`src/rtl/bcd_display_sequencer.sv`:
```
// rtl/bcd_display_sequencer.sv - iterative binary-to-BCD converter with multiplexed 7-seg scan
//   clk, reset        : clock, synchronous active-high reset
//   in_valid/in_ready : input handshake, in_data = 13-bit unsigned value
//   busy, done        : conversion in progress, one-cycle commit pulse
//   bcd               : committed digits {thousands,hundreds,tens,ones}
//   disp_en           : 0 forces all anodes off while scanning continues
//   anode, seg        : active-low digit enables and segments {a,b,c,d,e,f,g}
module bcd_display_sequencer #(
    parameter int REFRESH_DIV = 50000,
    parameter bit BLANK_LZ    = 1'b1
) (
    input  logic        clk,
    input  logic        reset,
    input  logic        in_valid,
    output logic        in_ready,
    input  logic [12:0] in_data,
    output logic        busy,
    output logic        done,
    output logic [15:0] bcd,
    input  logic        disp_en,
    output logic [3:0]  anode,
    output logic [6:0]  seg
);

    localparam int PW = $clog2(REFRESH_DIV);
    localparam logic [PW-1:0] PRESC_MAX = PW'(REFRESH_DIV - 1);
    localparam logic [6:0] SEG_BLANK = 7'b1111111;

    typedef enum logic [1:0] {
        S_IDLE,
        S_SHIFT,
        S_DONE
    } state_t;

    state_t        state_q, state_d;
    logic [3:0]    cnt_q, cnt_d;
    logic [28:0]   shift_q, shift_d;
    logic [15:0]   bcd_q, bcd_d;
    logic [PW-1:0] presc_q, presc_d;
    logic [1:0]    idx_q, idx_d;
    logic [3:0]    anode_q, anode_d;
    logic [6:0]    seg_q, seg_d;

    logic [28:0]   adj;
    logic [28:0]   shifted;
    logic [3:0]    digit;
    logic          blank3, blank2, blank1, blank_cur;

    function automatic logic [6:0] seg7(input logic [3:0] n);
        case (n)
            4'd0:    seg7 = 7'b0000001;
            4'd1:    seg7 = 7'b1001111;
            4'd2:    seg7 = 7'b0010010;
            4'd3:    seg7 = 7'b0000110;
            4'd4:    seg7 = 7'b1001100;
            4'd5:    seg7 = 7'b0100100;
            4'd6:    seg7 = 7'b0100000;
            4'd7:    seg7 = 7'b0001111;
            4'd8:    seg7 = 7'b0000000;
            4'd9:    seg7 = 7'b0000100;
            default: seg7 = SEG_BLANK;
        endcase
    endfunction

    assign in_ready = (state_q == S_IDLE);
    assign busy     = (state_q != S_IDLE);
    assign done     = (state_q == S_DONE);
    assign bcd      = bcd_q;
    assign anode    = anode_q;
    assign seg      = seg_q;

    // Double-dabble step: BCD nibbles sit at [28:13], binary remainder at [12:0].
    always_comb begin
        adj = shift_q;
        for (int i = 0; i < 4; i++) begin
            if (adj[13 + 4*i +: 4] >= 4'd5) begin
                adj[13 + 4*i +: 4] = adj[13 + 4*i +: 4] + 4'd3;
            end
        end
        shifted = adj << 1;
    end

    always_comb begin
        state_d = state_q;
        cnt_d   = cnt_q;
        shift_d = shift_q;
        bcd_d   = bcd_q;
        case (state_q)
            S_IDLE: begin
                if (in_valid) begin
                    shift_d = {16'b0, in_data};
                    cnt_d   = 4'd0;
                    state_d = S_SHIFT;
                end
            end
            S_SHIFT: begin
                shift_d = shifted;
                cnt_d   = cnt_q + 4'd1;
                // Thirteenth shift: digits are final, commit them all at once.
                if (cnt_q == 4'd12) begin
                    bcd_d   = shifted[28:13];
                    state_d = S_DONE;
                end
            end
            S_DONE: begin
                state_d = S_IDLE;
            end
            default: begin
                state_d = S_IDLE;
            end
        endcase
    end

    // Scan path runs freely; anode and seg are registered together from the
    // same (index, bcd) snapshot so a digit never shows another digit's segments.
    always_comb begin
        presc_d = presc_q + 1'b1;
        idx_d   = idx_q;
        if (presc_q == PRESC_MAX) begin
            presc_d = '0;
            idx_d   = idx_q + 2'd1;
        end

        blank3 = BLANK_LZ && (bcd_q[15:12] == 4'd0);
        blank2 = blank3 && (bcd_q[11:8] == 4'd0);
        blank1 = blank2 && (bcd_q[7:4] == 4'd0);

        case (idx_q)
            2'd0: begin
                digit     = bcd_q[3:0];
                blank_cur = 1'b0;
            end
            2'd1: begin
                digit     = bcd_q[7:4];
                blank_cur = blank1;
            end
            2'd2: begin
                digit     = bcd_q[11:8];
                blank_cur = blank2;
            end
            default: begin
                digit     = bcd_q[15:12];
                blank_cur = blank3;
            end
        endcase

        seg_d   = blank_cur ? SEG_BLANK : seg7(digit);
        anode_d = disp_en ? ~(4'b0001 << idx_q) : 4'b1111;
    end

    always_ff @(posedge clk) begin
        if (reset) begin
            state_q <= S_IDLE;
            cnt_q   <= 4'd0;
            shift_q <= '0;
            bcd_q   <= 16'h0000;
            presc_q <= '0;
            idx_q   <= 2'd0;
            anode_q <= 4'b1110;
            seg_q   <= 7'b0000001;
        end else begin
            state_q <= state_d;
            cnt_q   <= cnt_d;
            shift_q <= shift_d;
            bcd_q   <= bcd_d;
            presc_q <= presc_d;
            idx_q   <= idx_d;
            anode_q <= anode_d;
            seg_q   <= seg_d;
        end
    end

endmodule
```
`config.mk`:
```
export PLATFORM = sky130hd
export DESIGN_NAME = bcd_display_sequencer
export DESIGN_NICKNAME = d
export VERILOG_FILES = /design/src/rtl/bcd_display_sequencer.sv
export SDC_FILE = /design/constraint.sdc
export NUM_CORES = 1
export LEC_CHECK = 0
export CORE_MARGIN = 4
export CORE_UTILIZATION = 40
export DETAILED_ROUTE_END_ITERATION = 16
export GPL_ROUTABILITY_DRIVEN = 1
export PLACE_DENSITY = 0.72
export SYNTH_ARGS = -nofsm -noshare
export SYNTH_HDL_FRONTEND = slang
export SYNTH_SLANG_ARGS = --single-unit
export TNS_END_PERCENT = 30
```
`constraint.sdc`:
```
create_clock -name clk -period 6.15 [get_ports clk]
set_input_delay 1.5375 -clock clk [delete_from_list [all_inputs] [get_ports clk]]
set_output_delay 1.5375 -clock clk [all_outputs]
set_load 0.005 [all_outputs]
```
After elaboration in Yosys (flattened, before gate mapping)
Memory sizes are Yosys's and may differ from the RTL's.
Index checks and enable logic that the tools add are counted.
- flip-flop bits (word level): 80
- bits in read-only memories: 112
- input bits: 17
- output and inout bits: 30
- logic and storage cells: 63
- memories: 1
- memories (name ; words ; width ; rd ports ; clocked after Yosys merged registers in ; wr ports ; RTL line ; source):
    (no name shown) ; 16 ; 7 ; 1 ; 0 ; 0 ; 50 ; case (n)
- add/subtract/negate cells: 7
- $lt $le $gt $ge: 4
- eq/ne operators: 8
- shifts and indexed selects: 1
- multiplexer cells: 15
- bitwise gates (word level): 2
- reduce and logical (&&, ||, !) cells: 15
- operator list (kind ; count):
    $pmux 29 s2 ; 1
    $mux 29 ; 1
    $add 16x1->16 const B ; 1
    $eq 16x16->1 const B ; 1
    $ge 4x3->1 const B ; 4
    $mux 4 ; 4
    $add 4x2->4 const B ; 3
    $logic_not 4->1 ; 3
    $pmux 4 s3 ; 1
    $pmux 4 s2 ; 1
    $mux 7 ; 1
    $reduce_and 2->1 ; 3
    $reduce_or 2->1 ; 3
    $add 4x1->4 const B ; 1
    $eq 2x1->1 const B ; 2
    $eq 2x2->1 const B ; 2
    $eq 4x4->1 const B ; 1
    $logic_not 2->1 ; 2
    $mux 2 ; 2
    $ne 2x2->1 const B ; 2
    $not 4->4 ; 1
    $pmux 2 s2 ; 1
    $reduce_bool 2->1 ; 2
    $shl 1x2->4 const A ; 1
    other kinds (7) ; 8

Depth between registers and ports, before layout
Gate-level depths: netlist of the first run.
- word-level depth: 5
- mapped depth: 9
- gate-level depth less buffers: 9

Worst setup path before layout of the first run
Ideal clock, no wire load.
- path type: input to register
- from: input reset
- to: register shift_q[16]
- setup time: 0.059 ns
- data arrival time: 2.347 ns
- required time: 6.091 ns
- setup slack: 3.744 ns
- cell stages on the path: 5
- path buffers: 2
- cells stage by stage: clkbuf_8 -> nor2_1 -> clkbuf_1 -> nand3_1 -> nand2_1
- RTL lines (item ; RTL line ; source):
    start, declared ; 13 ; input logic reset,
    end signal, assigned ; 164 ; shift_q <= shift_d;
    end, declared ; 37 ; logic [28:0] shift_q, shift_d;

==> flow_summary_export.csv, run 1 <==
group,metric,value,unit
clock_tree,post_cts_buffers,0,
synth,async_flop_share,0,%
grt,grt_pass1_vias,2935,
worst_setup_path,arrival,3.90,ns
place,portBuffers,46,
pwr,p_leak,1.66,nW
clock_tree,cts.repair.resized,0,
worst_setup_path,worstPathMaxFanout,31,
routing,vias,3051,
worst_setup_path,crit_family,"buffers and inverters",
sta,skew,0.00820,ns
sta,rsz0062_at_grt,"no",
final_layout,mostFrequentLayoutCells,"dfxtp_1, nor2_1, clkdlybuf4s50_1",
pwr,total_power,0.979,mW
pwr,ir_worst_vdd,136,uV
synth,ys_seq_elements,80,
routing,drtPass1Iterations,5,
worst_setup_path,crit_chain,"clkdlybuf4s50_1 > buf_4 > nor2_2 > o21ai_0 > nand2_1",
floorplanning,die-area,10800,um2
final_layout,antenna_cells,0,
routing,ant_nets,0,
synth,yosys_warnings,0,
synth,synthesis.area,3680,um2
sta,min_period,3.61,ns
final_layout,fillers,864,
clock_tree,htreeDepth,3,
synth,syn_inst,430,
clock_tree,clock_path_buffers,2,
clock_tree,root_buffer,"clkbuf_8",
grt,grt_max_degree,32,
worst_setup_path,startpoint_type,"input pin",
place,pre_cts_ws,2.21,ns
grt,antenna_found_initial,0,
sta,timing.setup.tns,0,ns
place,hpwl,5.64,mm
routing,drc,0,
worst_setup_path,path_class,"in2reg",
pwr,p_per_area,225,nW/um2
floorplanning,core,8850,um2
sta,tightest_slew,1.16,ns
clock_tree,clock_sinks,80,
worst_setup_path,max_stage_delay,1.01,ns
clock_tree,cts_made_buffers,9,
synth,seq_area_frac_synth,43.6,%
floorplanning,initial_core_util,41.6,%
worst_setup_path,rrSetupSlack,3.81,ns
synth,synth_cell_type_count,46,
floorplanning,ioPinCount,47,
final_layout,multi_input_area,1870,um2
outcome,outcome,"complete, no violations",
synth,syn_nets,466,
routing,avgViaCountPerCell,5.25,
floorplanning,rows,34,
worst_setup_path,worstSetupEndpointType,"register",
sta,hold_viol,0,
floorplanning,dieWidth,104,um
grt,grt_overflow_total,0,
final_layout,area_growth,18.5,%
final_layout,final_common_cell,"dfxtp_1",
grt,grt_pass1_wl,13.2,mm
final_layout,finalNetCount,504,
sta,layout_setup_ws,2.54,ns
clock_tree,clkLatencyLatePin,0.34,ns
routing,drt-initial-drc-count,160,
worst_setup_path,path_buf_inv,2,
worst_setup_path,critical_path_required,6.44,ns
floorplanning,die_h,104,um
grt,track_usage,14.5,%
job,cap_violations,0,
synth,synth_edf_count,0,
worst_hold_path,hold_path.class,"reg2reg",
final_layout,instances_no_fill,581,
sta,fmax,0.277,GHz
sta,relSlewSlack,22.3,%
sta,post-route-period-util,58.7,%
final_layout,drive_above_1_share,6.13,%
worst_setup_path,cp_slowest_cell,"clkdlybuf4s50_1",
clock_tree,ctsHoldBuffers,0,
routing,drt_wl_total,7.88,mm
final_layout,regArea,1600,um2
synth,synth.avg_cell_area,8.55,um2
sta,report.final.slew_viol_count,0,
synth,synth_ff_type,"dfxtp_1",
routing,wl_per_cell,13.6,um
place,dp_cells,565,
sta,finalSetupViolCount,0,
clock_tree,clk_pin_slew,0.08,ns
clock_tree,cts_tree,"done",
place,gp_congestion,0.788,
[cell usage after synthesis, types with 2 or more instances]
| cell type | instances | share of area [%] |
|---|---|---|
| a21o_1 | 2 | 0.41 |
| a22oi_1 | 2 | 0.41 |
| inv_1 | 21 | 2.1 |
| nand3_1 | 10 | 1.4 |
| nor3b_1 | 7 | 1.4 |
| buf_2 | 7 | 0.95 |
| buf_4 | 3 | 0.61 |
| ha_1 | 19 | 6.5 |
| nor2b_1 | 2 | 0.34 |
| or2_1 | 2 | 0.34 |
| a22o_1 | 10 | 2.4 |
| nor2_1 | 75 | 7.7 |
| nor2_2 | 2 | 0.34 |
| nor4_1 | 16 | 2.7 |
| mux2_2 | 3 | 0.92 |
| nand2b_1 | 6 | 1.0 |
| nand4_1 | 4 | 0.68 |
| dfxtp_1 | 80 | 44 |
| nand3b_1 | 2 | 0.41 |
| o21ai_0 | 13 | 1.8 |
| and3_1 | 2 | 0.34 |
| a21oi_1 | 28 | 3.8 |
| clkbuf_8 | 2 | 0.75 |
| a222oi_1 | 4 | 1.1 |
| clkbuf_1 | 7 | 0.71 |
| nor3_1 | 11 | 1.5 |
| and4_1 | 2 | 0.48 |
| nand2_1 | 41 | 4.2 |
| or2_2 | 2 | 0.34 |
| a211oi_1 | 8 | 1.6 |
| mux2i_1 | 5 | 1.4 |
| xnor2_1 | 13 | 3.1 |
| xor2_1 | 6 | 1.4 |
[cell families after synthesis]
logic type / synth area share [%]
and+or+nand+nor: 23.7
AOI/OAI and AO/OA: 13.1
DFF: 43.6
muxes: 3.06
adders and majority gates: 6.46
buffers and inverters: 5.58
xor gates and xnor gates: 4.53
[layout make-up]
type                            count  area share, %
Multi-Input combinational cell    308           42.9
Tap cell                          108           3.10
Inverter                           22           1.90
Clock inverter                      3          0.919
Clock buffer                       13           3.65
Timing Repair Buffer               47           10.7
Sequential cell                    80           36.8
[per-stage QoR]
| stage | hold WS, ns | utilization, % | area [um2] |
|---|---|---|---|
| after CTS | 0.470 | 49.2 | 4360 |
| final | 0.472 | 49.2 | 4360 |
| after floorplan | 0.426 | - | 3680 |
| after global routing | 0.491 | 49.2 | 4360 |
| after detailed placement | 0.460 | 47.0 | 4160 |
| after global placement | 0.442 | 47.0 | 4160 |
[where the power goes]
group | switching (mW) | internal [mW]
Sequential | 0.00760 | 0.529
Combinational | 0.0293 | 0.0237
Clock | 0.181 | 0.209
Total | 0.217 | 0.761
[layer usage]
metal	up-vias	GRT usage, %	share of wire, %
met4	0	5.13	1.6
met3	12	3.66	5.9
met2	88	23.5	45
li1	1559	-	-
met5	-	0	0
met1	1392	18.9	47
[worst paths after layout]
check	from	depth (start not counted)	endpoint
hold / removal	presc_q[0]$_SDFF_PP0_	1	presc_q[0]$_SDFF_PP0_
hold reg to reg	presc_q[0]$_SDFF_PP0_	1	presc_q[0]$_SDFF_PP0_
setup / recovery	reset	5	shift_q[28]$_SDFFE_PP0P_
setup reg to reg	idx_q[0]$_SDFFE_PP0P_	9	seg[0]$_SDFF_PP1_
[flip-flops by register name, indices dropped and copies added, names as in the netlist]
signal / flops
state_q: 2
shift_q: 29
anode: 4
presc_q: 16
idx_q: 2
bcd: 16
seg: 7
cnt_q: 4
(Power assumes the default switching activity.)
==> run 2: changes to the inputs <==
Clock period 6.15 ns to 3.4 ns, I/O delays scaled along.
==> flow_summary_export.csv, run 2 (synthesis gave the netlist of run 1 again) <==
group,metric,value,unit
outcome,outcome,"complete, no violations",
grt,antenna_found_initial,0,
final_layout,fin_util,50.2,%
clock_tree,post_cts_buffers,0,
floorplanning,core,8850,um2
clock_tree,clkLatencyLatePin,0.35,ns
sta,min_period,2.43,ns
final_layout,drive_above_1_share,6.74,%
routing,ant_nets,0,
routing,wl_met1,3.63,mm
routing,avgViaCountPerCell,5.23,
grt,grt_pass1_wl,13.3,mm
pwr,total_power,1.99,mW
floorplanning,ioPinCount,47,
grt,grt_pass1_vias,2895,
final_layout,mostFrequentLayoutCells,"dfxtp_1, nor2_1, clkdlybuf4s50_1",
final_layout,finalNetCount,506,
routing,met2_wirelength,3.57,mm
grt,track_usage,14.8,%
clock_tree,ctsHoldBuffers,0,
worst_setup_path,arrival,1.58,ns
routing,drt_wl_total,7.81,mm
worst_hold_path,hold_path.class,"reg2reg",
worst_setup_path,critical_path_required,2.55,ns
floorplanning,dieWidth,104,um
clock_tree,root_buffer,"clkbuf_8",
floorplanning,initial_core_util,41.6,%
final_layout,fillers,851,
place,pre_cts_ws,0.829,ns
floorplanning,die_h,104,um
routing,route.met3.wl,445,um
job,cap_violations,0,
routing,drt-initial-drc-count,136,
sta,report.final.slew_viol_count,0,
worst_setup_path,startpoint_type,"register",
clock_tree,cts.repair.resized,0,
clock_tree,cts_made_buffers,9,
sta,post-route-period-util,71.4,%
sta,tightest_slew,0.950,ns
routing,vias,3048,
sta,finalSetupViolCount,0,
place,portBuffers,46,
sta,timing.setup.tns,0,ns
routing,wl_per_cell,13.4,um
routing,drtPass1Iterations,6,
routing,highest_layer,"met4",
worst_setup_path,worstPathMaxFanout,11,
clock_tree,clk_pin_slew,0.08,ns
clock_tree,cts_tree,"done",
routing,drc,0,
final_layout,top_register,"shift_q",
final_layout,antenna_cells,0,
final_layout,final_common_cell,"dfxtp_1",
final_layout,instances_no_fill,583,
pwr,ir_worst_vdd,289,uV
clock_tree,clock_path_buffers,2,
sta,rsz0062_at_grt,"no",
sta,relSlewSlack,36.5,%
grt,grt_max_degree,26,
place,dp_cells,567,
clock_tree,clock_sinks,80,
floorplanning,die-area,10800,um2
place,hpwl,5.59,mm
floorplanning,rows,34,
sta,layout_setup_ws,0.971,ns
place,gp_congestion,0.779,
pwr,p_leak,1.69,nW
clock_tree,htreeDepth,3,
worst_setup_path,worstSetupEndpointType,"primary output",
pwr,p_per_area,448,nW/um2
sta,skew,0.00598,ns
final_layout,area_growth,20.8,%
grt,grt_overflow_total,0,
sta,fmax,0.412,GHz
sta,hold_viol,0,
worst_setup_path,path_class,"reg2out",
final_layout,largest_register_ffs,29,
run 2: layer usage:
metal	vias up	track usage (%)
li1	1559	-
met1	1398	18.5
met2	77	23.6
met3	14	4.03
met4	0	6.93
met5	-	0
run 2: stage by stage:
stage               hold slack, ns  cell area [um2]
floorplan                    0.426             3680
global placement             0.446             4170
detailed placement           0.452             4170
CTS                          0.470             4440
global route                 0.493             4440
finish                       0.465             4440
run 2: area by class of cell:
class / instances / area (um2) / share of cell area (%)
flip-flops and latches: 80 / 1600 / 36.1
repair buffers: 49 / 483 / 10.9
clock buffers: 11 / 141 / 3.18
clock inverters: 5 / 128 / 2.87
inverters: 22 / 82.6 / 1.86
well taps: 108 / 135 / 3.04
multi-input cells: 308 / 1870 / 42.1
run 2: path summary, 6_finish.rpt:
| check | startpoint | end | slack [ns] | depth (start not counted) |
|---|---|---|---|---|
| worst min register to register | presc_q[0]$_SDFF_PP0_ | presc_q[0]$_SDFF_PP0_ | 0.46 | 1 |
| worst max register to register | idx_q[0]$_SDFFE_PP0P_ | seg[0]$_SDFF_PP1_ | 1.03 | 9 |
| worst min-delay path | presc_q[0]$_SDFF_PP0_ | presc_q[0]$_SDFF_PP0_ | 0.46 | 1 |
| worst max-delay path | state_q[1]$_SDFFE_PP0P_ | done | 0.97 | 2 |
run 2: worst max-delay path, stage by stage, from the launching register on:
cell and delay, ns:
dfxtp_1 0.52, nor2b_1 0.18, clkdlybuf4s50_1 0.51
run 2: power breakdown:
part           leakage, nW  switching [mW]  internal (mW)
Sequential           0.649          0.0140          0.956
Combinational        0.915          0.0526         0.0442
Clock                0.130           0.342          0.582
